`config.mk`:
```
export PLATFORM = sky130hd
export DESIGN_NAME = and_or_pipe_flat
export DESIGN_NICKNAME = d
export VERILOG_FILES = /design/src/rtl/and_or_pipe_pkg.sv /design/src/rtl/and_or_pipe_if.sv /design/src/rtl/and_or_pipe_pipe_slice.sv /design/src/rtl/and_or_pipe.sv /design/src/flat_wrapper.sv
export SDC_FILE = /design/constraint.sdc
export NUM_CORES = 1
export LEC_CHECK = 0
export ABC_AREA = 1
export CORE_ASPECT_RATIO = 0.75
export CORE_UTILIZATION = 42
export CTS_BUF_LIST = sky130_fd_sc_hd__clkbuf_16
export CTS_CLUSTER_SIZE = 28
export DETAILED_ROUTE_END_ITERATION = 10
export HOLD_SLACK_MARGIN = 0.15
export PLACE_DENSITY = 0.71
export SKIP_CTS_REPAIR_TIMING = 1
export SLEW_MARGIN = 20
export SYNTH_ARGS = -nofsm -noshare
export SYNTH_HDL_FRONTEND = slang
export SYNTH_HIERARCHICAL = 1
export SYNTH_SLANG_ARGS = --single-unit
export TNS_END_PERCENT = 50
```
`constraint.sdc`:
```
create_clock -name clk -period 1.2 [get_ports clk]
set_input_delay 0.24 -clock clk [delete_from_list [all_inputs] [get_ports clk]]
set_output_delay 0.24 -clock clk [all_outputs]
set_load 0.05 [all_outputs]
```
`src/rtl/and_or_pipe_pkg.sv`:
```
// Shared types and constants for the and_or_pipe datapath.
// Optional transfer counter is enabled by defining AND_OR_PIPE_CNT_EN.
package and_or_pipe_pkg;

    typedef enum logic {
        MODE_FUSED = 1'b0,
        MODE_SPLIT = 1'b1
    } mode_e;

    localparam int DEFAULT_WIDTH = 8;
    localparam int CNT_WIDTH     = 16;

endpackage

```
`src/rtl/and_or_pipe_if.sv`:
```
// Operand/result bus of and_or_pipe; clock and reset stay outside.
// A transfer happens on a rising edge where valid && ready; a producer holds its payload until then.
interface and_or_pipe_if #(
    parameter int WIDTH = and_or_pipe_pkg::DEFAULT_WIDTH
) ();

    logic             in_valid;
    logic             in_ready;
    logic [WIDTH-1:0] a;
    logic [WIDTH-1:0] b;
    logic [WIDTH-1:0] c;
    logic             out_valid;
    logic             out_ready;
    logic [WIDTH-1:0] x;
    logic [WIDTH-1:0] y;

    modport master (
        output in_valid,
        output a,
        output b,
        output c,
        output out_ready,
        input  in_ready,
        input  out_valid,
        input  x,
        input  y
    );

    modport slave (
        input  in_valid,
        input  a,
        input  b,
        input  c,
        input  out_ready,
        output in_ready,
        output out_valid,
        output x,
        output y
    );

endinterface

```
`src/rtl/and_or_pipe_pipe_slice.sv`:
```
// One valid/ready register slice: full throughput, holds payload under stall.
module pipe_slice #(
    parameter int W = 8
) (
    input  logic         clk,
    input  logic         reset_n,
    input  logic         in_valid,
    output logic         in_ready,
    input  logic [W-1:0] in_data,
    output logic         out_valid,
    input  logic         out_ready,
    output logic [W-1:0] out_data
);

    logic         valid_q;
    logic         valid_d;
    logic [W-1:0] data_q;
    logic [W-1:0] data_d;

    // Ready when empty or when the occupant leaves on this same edge.
    assign in_ready = !valid_q || out_ready;

    always_comb begin
        valid_d = valid_q;
        data_d  = data_q;
        if (in_ready) begin
            valid_d = in_valid;
            if (in_valid) begin
                data_d = in_data;
            end
        end
    end

    always_ff @(posedge clk or negedge reset_n) begin
        if (!reset_n) begin
            valid_q <= 1'b0;
            data_q  <= '0;
        end else begin
            valid_q <= valid_d;
            data_q  <= data_d;
        end
    end

    assign out_valid = valid_q;
    assign out_data  = data_q;

endmodule

```
`src/rtl/and_or_pipe.sv`:
```
// x = a&b, y = (a&b)|c through one (MODE_FUSED) or two (MODE_SPLIT) register slices.
// Define AND_OR_PIPE_CNT_EN to add the txn_count output-transfer counter.
module and_or_pipe
    import and_or_pipe_pkg::*;
#(
    parameter int    WIDTH = DEFAULT_WIDTH,
    parameter mode_e MODE  = MODE_SPLIT
) (
    input  logic                 clk,
    input  logic                 reset_n,
    and_or_pipe_if.slave         bus
`ifdef AND_OR_PIPE_CNT_EN
    ,
    output logic [CNT_WIDTH-1:0] txn_count
`endif
);

    logic [WIDTH-1:0] and_ab;

    assign and_ab = bus.a & bus.b;

    generate
        if (MODE == MODE_FUSED) begin : g_fused
            logic [2*WIDTH-1:0] res_data;

            pipe_slice #(.W(2*WIDTH)) u_slice (
                .clk       (clk),
                .reset_n   (reset_n),
                .in_valid  (bus.in_valid),
                .in_ready  (bus.in_ready),
                .in_data   ({and_ab, and_ab | bus.c}),
                .out_valid (bus.out_valid),
                .out_ready (bus.out_ready),
                .out_data  (res_data)
            );

            assign bus.x = res_data[2*WIDTH-1:WIDTH];
            assign bus.y = res_data[WIDTH-1:0];
        end else begin : g_split
            logic               s1_valid;
            logic               s1_ready;
            logic [2*WIDTH-1:0] s1_data;
            logic [WIDTH-1:0]   x1;
            logic [WIDTH-1:0]   c1;
            logic [2*WIDTH-1:0] res_data;

            // c rides in the same payload word as a&b so it can never slip to a neighbour.
            pipe_slice #(.W(2*WIDTH)) u_stage1 (
                .clk       (clk),
                .reset_n   (reset_n),
                .in_valid  (bus.in_valid),
                .in_ready  (bus.in_ready),
                .in_data   ({and_ab, bus.c}),
                .out_valid (s1_valid),
                .out_ready (s1_ready),
                .out_data  (s1_data)
            );

            assign x1 = s1_data[2*WIDTH-1:WIDTH];
            assign c1 = s1_data[WIDTH-1:0];

            pipe_slice #(.W(2*WIDTH)) u_stage2 (
                .clk       (clk),
                .reset_n   (reset_n),
                .in_valid  (s1_valid),
                .in_ready  (s1_ready),
                .in_data   ({x1, x1 | c1}),
                .out_valid (bus.out_valid),
                .out_ready (bus.out_ready),
                .out_data  (res_data)
            );

            assign bus.x = res_data[2*WIDTH-1:WIDTH];
            assign bus.y = res_data[WIDTH-1:0];
        end
    endgenerate

`ifdef AND_OR_PIPE_CNT_EN
    logic [CNT_WIDTH-1:0] cnt_q;
    logic [CNT_WIDTH-1:0] cnt_d;

    // Wraps naturally at 2**CNT_WIDTH.
    always_comb begin
        cnt_d = cnt_q;
        if (bus.out_valid && bus.out_ready) begin
            cnt_d = cnt_q + CNT_WIDTH'(1);
        end
    end

    always_ff @(posedge clk or negedge reset_n) begin
        if (!reset_n) begin
            cnt_q <= '0;
        end else begin
            cnt_q <= cnt_d;
        end
    end

    assign txn_count = cnt_q;
`endif

endmodule
```
`src/flat_wrapper.sv`:
```
// flat-port wrapper written by rule: the top's interface ports become plain ports
module and_or_pipe_flat import and_or_pipe_pkg::*;
#(
    parameter int    WIDTH = DEFAULT_WIDTH,
    parameter mode_e MODE  = MODE_SPLIT
)
  (clk, reset_n, bus_in_valid, bus_a, bus_b, bus_c, bus_out_ready, bus_in_ready, bus_out_valid, bus_x, bus_y);
  and_or_pipe_if #(.WIDTH(WIDTH)) bus_i ();
  input  logic clk;
  input  logic reset_n;
  input wire logic [$bits(bus_i.in_valid)-1:0] bus_in_valid;
  input wire logic [$bits(bus_i.a)-1:0] bus_a;
  input wire logic [$bits(bus_i.b)-1:0] bus_b;
  input wire logic [$bits(bus_i.c)-1:0] bus_c;
  input wire logic [$bits(bus_i.out_ready)-1:0] bus_out_ready;
  output wire logic [$bits(bus_i.in_ready)-1:0] bus_in_ready;
  output wire logic [$bits(bus_i.out_valid)-1:0] bus_out_valid;
  output wire logic [$bits(bus_i.x)-1:0] bus_x;
  output wire logic [$bits(bus_i.y)-1:0] bus_y;
  assign bus_i.in_valid = bus_in_valid;
  assign bus_i.a = bus_a;
  assign bus_i.b = bus_b;
  assign bus_i.c = bus_c;
  assign bus_i.out_ready = bus_out_ready;
  assign bus_in_ready = bus_i.in_ready;
  assign bus_out_valid = bus_i.out_valid;
  assign bus_x = bus_i.x;
  assign bus_y = bus_i.y;
  and_or_pipe #(.WIDTH(WIDTH), .MODE(MODE)) u_core (.clk(clk), .reset_n(reset_n), .bus(bus_i));
endmodule
```
==> run_results.csv, run 1 <==
group,metric,value,unit
routing,firstDrtPassIters,4,
yosys,ys_seq_elements,34,
routing,vias,1301,
routing,via_per_inst,4.41,
routing,wirelength_met1,1560,microns
timing,fin_skew,0.00212,ns
yosys,synth_mux_area_share,0,%
yosys,avgSynthCellArea,8.49,sq um
timing,fin_crit_sh,107,%
yosys,synth_compound_area_share,0,%
timing,slew_violations,0,
timing,worst_slew_pin_slew,0.348,ns
critical_path,crit_family,"flip-flops",
clock_tree,htree_levels,2,
power_and_ir_drop,swShare,35.1,%
floorplanning,die_w,72.8,microns
critical_path,worstSetupPathType,"flip-flop to primary output",
layout,design_area,0.00246,sq mm
floorplanning,core-area,0.00345,sq mm
layout,fin_util,71.4,%
power_and_ir_drop,seqPwrFrac,34.8,%
clock_tree,cts_tree,"yes",
clock_tree,cts.clk_slew.worst_paths,0.05,ns
clock_tree,clock_latency,0.27,ns
clock_tree,cts_buffer_depth,2,
power_and_ir_drop,p_comb_share,40.6,%
place,portBuffers,45,
layout,drive_gt1_share,18.8,%
place,place_inst,284,
yosys,syn-cell-area,0.00158,sq mm
yosys,synth_top_family_by_area,"simple AND/OR/NAND/NOR gates",
yosys,seq_area_frac_synth,53.9,%
critical_path,cp_slowest_cell,"dfrtp_2",
yosys,netlist_instances,186,
layout,final_cell_mix,"nand2_1, dfrtp_1, nand3_1",
critical_path,required,0.96,ns
routing,top_layer,"met3",
global_routing,grt_pass1_wl,5530,microns
global_routing,grt_overflow,0,
layout,instances_no_fill,295,
power_and_ir_drop,internal_power,3.04,mW
yosys,yosys.area_share.adder,0,%
clock_tree,cts_buffers,5,
timing,slew_headroom,76.7,%
layout,fill_cells,268,
global_routing,grt_max_degree,19,
flow_run,drv_cap,0,
status,violations,"setup timing",
place,gp_congestion,0.837,
layout,antennaDiodeCount,0,
timing,whs,0.240,ns
critical_path,max_stage_delay,0.42,ns
power_and_ir_drop,p_per_area,1900,mW/mm^2
critical_path,critPathCaptureType,"primary output",
yosys,yosys_warnings,6,
place,dpl_cell_area,0.00230,sq mm
routing,dr_wl_met3,167,microns
power_and_ir_drop,p_leak,1.33,nW
critical_path,worstPathArrival,1.04,ns
routing,dr_wl_met2,1420,microns
status,status,"finished, violations left",
critical_path,critPathBufInv,2,
global_routing,grt_pass1_vias,1258,
routing,drc,0,
critical_path,cp-start-kind,"flip-flop",
clock_tree,cts_root_buffer,"clkbuf_16",
place,place.detailed.hpwl,2510,microns
power_and_ir_drop,vdd_ir_drop_max,887,uV
routing,routedWlPerCell,10.7,microns
timing,finalSetupViolCount,2,
yosys,synth_simple_gate_area_share,33.9,%
timing,fin_ws,-0.0823,ns
timing,hold_violations,0,
clock_tree,clock_sinks,34,
timing,setup_tns,-0.0908,ns
timing,min_period,1.28,ns
critical_path,worstPathMaxFanout,5,
floorplanning,die_area,0.00401,sq mm
layout,final_common_cell,"nand2_1",
power_and_ir_drop,pwr-share-clk,24.6,%
floorplanning,ioPinCount,46,
layout,area_delta_synth_final,55.9,%
power_and_ir_drop,p_sw,1.64,mW
floorplanning,initial_utilization,45.8,%
yosys,syn_nets,214,
routing,antenna_left,0,
critical_path,timing.critical_path.cells,"nand2_4 -> inv_6 -> nand2_8 -> buf_12",
global_routing,track_usage,18.9,%
yosys,synthXorXnorAreaFrac,0,%
hold_path,min-delay-path-class,"input pin to asynchronous set/reset pin",
routing,drt_iter0_markers,71,
yosys,synth.distinct_cells,9,
routing,wl,3150,microns
floorplanning,rows,18,
timing,max_freq,780,MHz
global_routing,antenna_found_initial,0,
layout,layout.nets,272,
floorplanning,die_h,55.1,microns
timing,rsz0062_at_grt,"yes",
==> per-stage QoR <==
step           power [mW]  worst slack, ns
5_1_grt              4.91           -0.120
3_5_place_dp         3.53           -0.238
3_3_place_gp         3.50           -0.192
2_1_floorplan        2.56           -0.239
6_report             4.68          -0.0823
4_1_cts              4.69           -0.216
==> worst reg2reg max path, delay by kind of cell, from the launching register on <==
kind          cells  cell delay, ns
buf+inv           2            0.19
simple gates      5            0.42
flops             1            0.42
==> cell usage after synthesis <==
cell type,number,area [sq um]
nand2_8,2,40.0
nand2_1,80,300
nand3_1,32,160
nand2_4,2,22.5
inv_1,26,97.6
nand2_2,2,12.5
clkbuf_8,2,27.5
dfrtp_1,34,851
buf_6,6,67.6
==> per-layer routing <==
metal	track usage, %	vias to the layer above
met5	0	-
met4	4.90	0
met3	6.52	0
met2	30.1	41
met1	25.0	582
li1	-	678
==> power by group through the flow <==
stage | clock network (mW) | registers [mW] | logic [mW]
6_report | 1.15 | 1.63 | 1.90
5_1_grt | 1.23 | 1.66 | 2.02
4_1_cts | 1.17 | 1.63 | 1.89
3_5_place_dp | 0 | 1.65 | 1.88
3_3_place_gp | 0 | 1.64 | 1.86
2_1_floorplan | 0 | 2.09 | 0.467
==> flip-flops by register name (all words and copies together), names as in the netlist <==
register	count
u_core/g_split.u_stage2/out_data	16
u_core/g_split.u_stage1/out_valid	1
u_core/g_split.u_stage2/out_valid	1
u_core/g_split.u_stage1/out_data	16
==> final timing paths <==
path / startpoint / end / slack [ns] / depth (start not counted)
min reg2reg: u_core/g_split.u_stage1/out_data[0] / u_core/g_split.u_stage1/out_data[0] / 0.47 / 2
max in group asynchronous: reset_n / u_core/g_split.u_stage2/out_data[7] / 0.54 / 2
min in group clk: bus_out_ready / u_core/g_split.u_stage2/out_valid / 0.44 / 5
max reg2reg: u_core/g_split.u_stage2/out_valid / u_core/g_split.u_stage1/out_data[14] / 0.06 / 7
max: u_core/g_split.u_stage2/out_valid / bus_in_ready / -0.08 / 4
min: reset_n / u_core/g_split.u_stage2/out_data[1] / 0.24 / 1
==> logic make-up (layout without fill, tap and decap cells) <==
kind of cell           Yosys count  in the layout
buffers and inverters           34             93
and+or+nand+nor                118            118
DFF                             34             34
==> area by class of cell <==
cell class	count	area, sq um	area share, %
Clock buffer	5	125	5.08
Clock inverter	3	11.3	0.458
Inverter	26	103	4.17
Multi-Input combinational cell	118	544	22.1
Sequential cell	34	852	34.6
Tap cell	50	62.6	2.54
Timing Repair Buffer	59	763	31.0
Note: power is estimated with default switching activity, not from simulation.
==> inputs of run 2 (changes only) <==
Settings changed: SKIP_LAST_GASP set to 1.
==> results of run 2 <==
Same layout as run 1: the final DEF is identical, and so are final timing and power.
==> patch (settings of run 2) <==
Change the package constant `DEFAULT_WIDTH` from 8 to 7.
--- a/src/rtl/and_or_pipe_pkg.sv
+++ b/src/rtl/and_or_pipe_pkg.sv
@@ -7,7 +7,7 @@
         MODE_SPLIT = 1'b1
     } mode_e;
 
-    localparam int DEFAULT_WIDTH = 8;
+    localparam int DEFAULT_WIDTH = 7;
     localparam int CNT_WIDTH     = 16;
 
 endpackage
Ports: changed (5 resized); port bits go from 46 to 41. The function was not compared with the original's and may differ.
==> patch against run 2 <==
- the run still ends with setup timing left
- synthesized cell count down 12%
- design area down 13%
- sequential cell count down 4
- first-iteration DRC count down 21%
- cell count down 14%
- synthesized area down 16%
- power down 9.6%
- core utilization up 0.76 points
- critical endpoint unchanged
- non-clock buffer count down 7
- clock skew up 0.0011 ns
- setup slack about the same
- routed wire length down 4.4%
==> patch: results (changes against run 2) <==
worst endpoint data arrival time 1.04 ns (about the same); number of port buffers 40 (-11%); Clock transition at path regs 0.05 ns (about the same); gr usage total 21.1% (+2.2 points); worst path setup slack after routing -0.0818 ns (+0.000455 ns); most area-consuming cells after synthesis dfrtp_1, nand2_1, nand3_1; worst clock skew 0.00327 ns (+0.00115 ns); count of TritonRoute iterations in the first routing pass 5 (+1); normalized max-slew margin 81.9% (+5.2 points); critical path's largest stage delay 0.42 ns (about the same); Distinct cells, synth 7 (-2); buffer type at the clock tree root clkbuf_16; run status complete, but fails checks; internal reg-to-reg setup slack 0.03 ns (-0.03 ns); startpoint of the worst register-to-register path u_core/g_split.u_stage2/out_valid; share of final-layout standard cells stronger than drive strength 1 18.4% (-0.34 points); # DRC 0 (unchanged); failing checks setup timing; CP top delay family flip-flops; end point of the critical path bus_in_ready; synthesis warning total 6 (unchanged); routed vias/inst 4.57 (+3.6%); RePlAce Congestion 0.772 (-7.8%); antenna violations before repair 0 (unchanged); reg-to-reg critical path endpoint u_core/g_split.u_stage1/out_data[12]; Inserted Clock Buffers 5 (unchanged); Clock Tree Buf Depth 2 (unchanged); total wire length after detailed routing 3020 um (-4.4%); list of most frequent post-synthesis cells nand2_1, dfrtp_1, nand3_1; Final HPWL DP 2210 um (-12%); final setup vio count 2 (unchanged); First DRT Iteration DRCs 56 (-21%); critical-path maximum fanout 4 (-1); number of levels the H-tree was split into 2 (unchanged); maximum number of pins on one net before global-route repair 31 (+12); Post-Synthesis Net Count 188 (-12%); leakage 0.00118 uW (-11%); Final nets 241 (-11%); first-pass GRT wire length 5150 um (-6.7%); pwr/cell area 1970 nW/um2 (+3.4%); depth of the most critical reg-to-reg path 7 (unchanged); Seq/Total Area, Yosys 56.7% (+2.8 points); worst vdd rail ir drop 747 uV (-16%); vias in the first global route 1173 (-6.8%); Worst Setup Slack post-DPL -0.213 ns (+0.0242 ns)
patch: cell count changes after synthesis, moves of 3 or more:
cell            run 2  this run
dfrtp_1            34        30
buf_6               6         2
inv_1              26        23
nand3_1            32        28
buf_4               0         4
nand2_1            80        72
patch: cells by family after synthesis:
logic type,Yosys count,synth area share (%)
flip-flops,30,56.7
AND/OR/NAND/NOR,104,32.9
buffers and inverters,29,10.5
patch: area by class of cell:
type                       instances  area (um2)
sequential                        30         752
tap                               38        47.5
fill                             227         828
clock inverter                     3        11.3
timing repair buffer              52         666
inverter                          23        88.8
clock buffer                       5         125
multi-input combinational        104         459
patch: worst register-to-register path, cell delays in order (launching register included):
cell and delay (ns):
dfrtp_2 0.38, nand2_4 0.08, inv_4 0.07, nand2_8 0.06, buf_4 0.15, buf_4 0.16
nand3_1 0.09, nand2_1 0.07
patch: power breakdown:
group          leakage (uW)  switching (uW)  internal (uW)
sequential         0.000376             209           1220
clock             0.0000776             393            741
combinational      0.000723             871            790
patch: per-stage QoR:
stage	std cells	hold slack (ns)	power, uW	setup TNS, ns	area, um2
6_report	255	0.339	4230	-0.0988	2150
5_1_grt	255	0.355	4410	-0.166	2150
4_1_cts	250	0.346	4220	-0.180	2100
3_5_place_dp	242	0.461	3070	-4.15	1960
3_3_place_gp	242	0.460	3030	-3.68	1960
2_1_floorplan	163	-0.0556	2210	-1.23	1360
patch: metal layers:
metal	track usage, %	part of all wire, %	up-vias
met3	6.59	6.3	5
li1	-	-	596
met5	0	0	-
met4	7.45	1.6	0
met2	35.0	48	36
met1	25.6	44	528
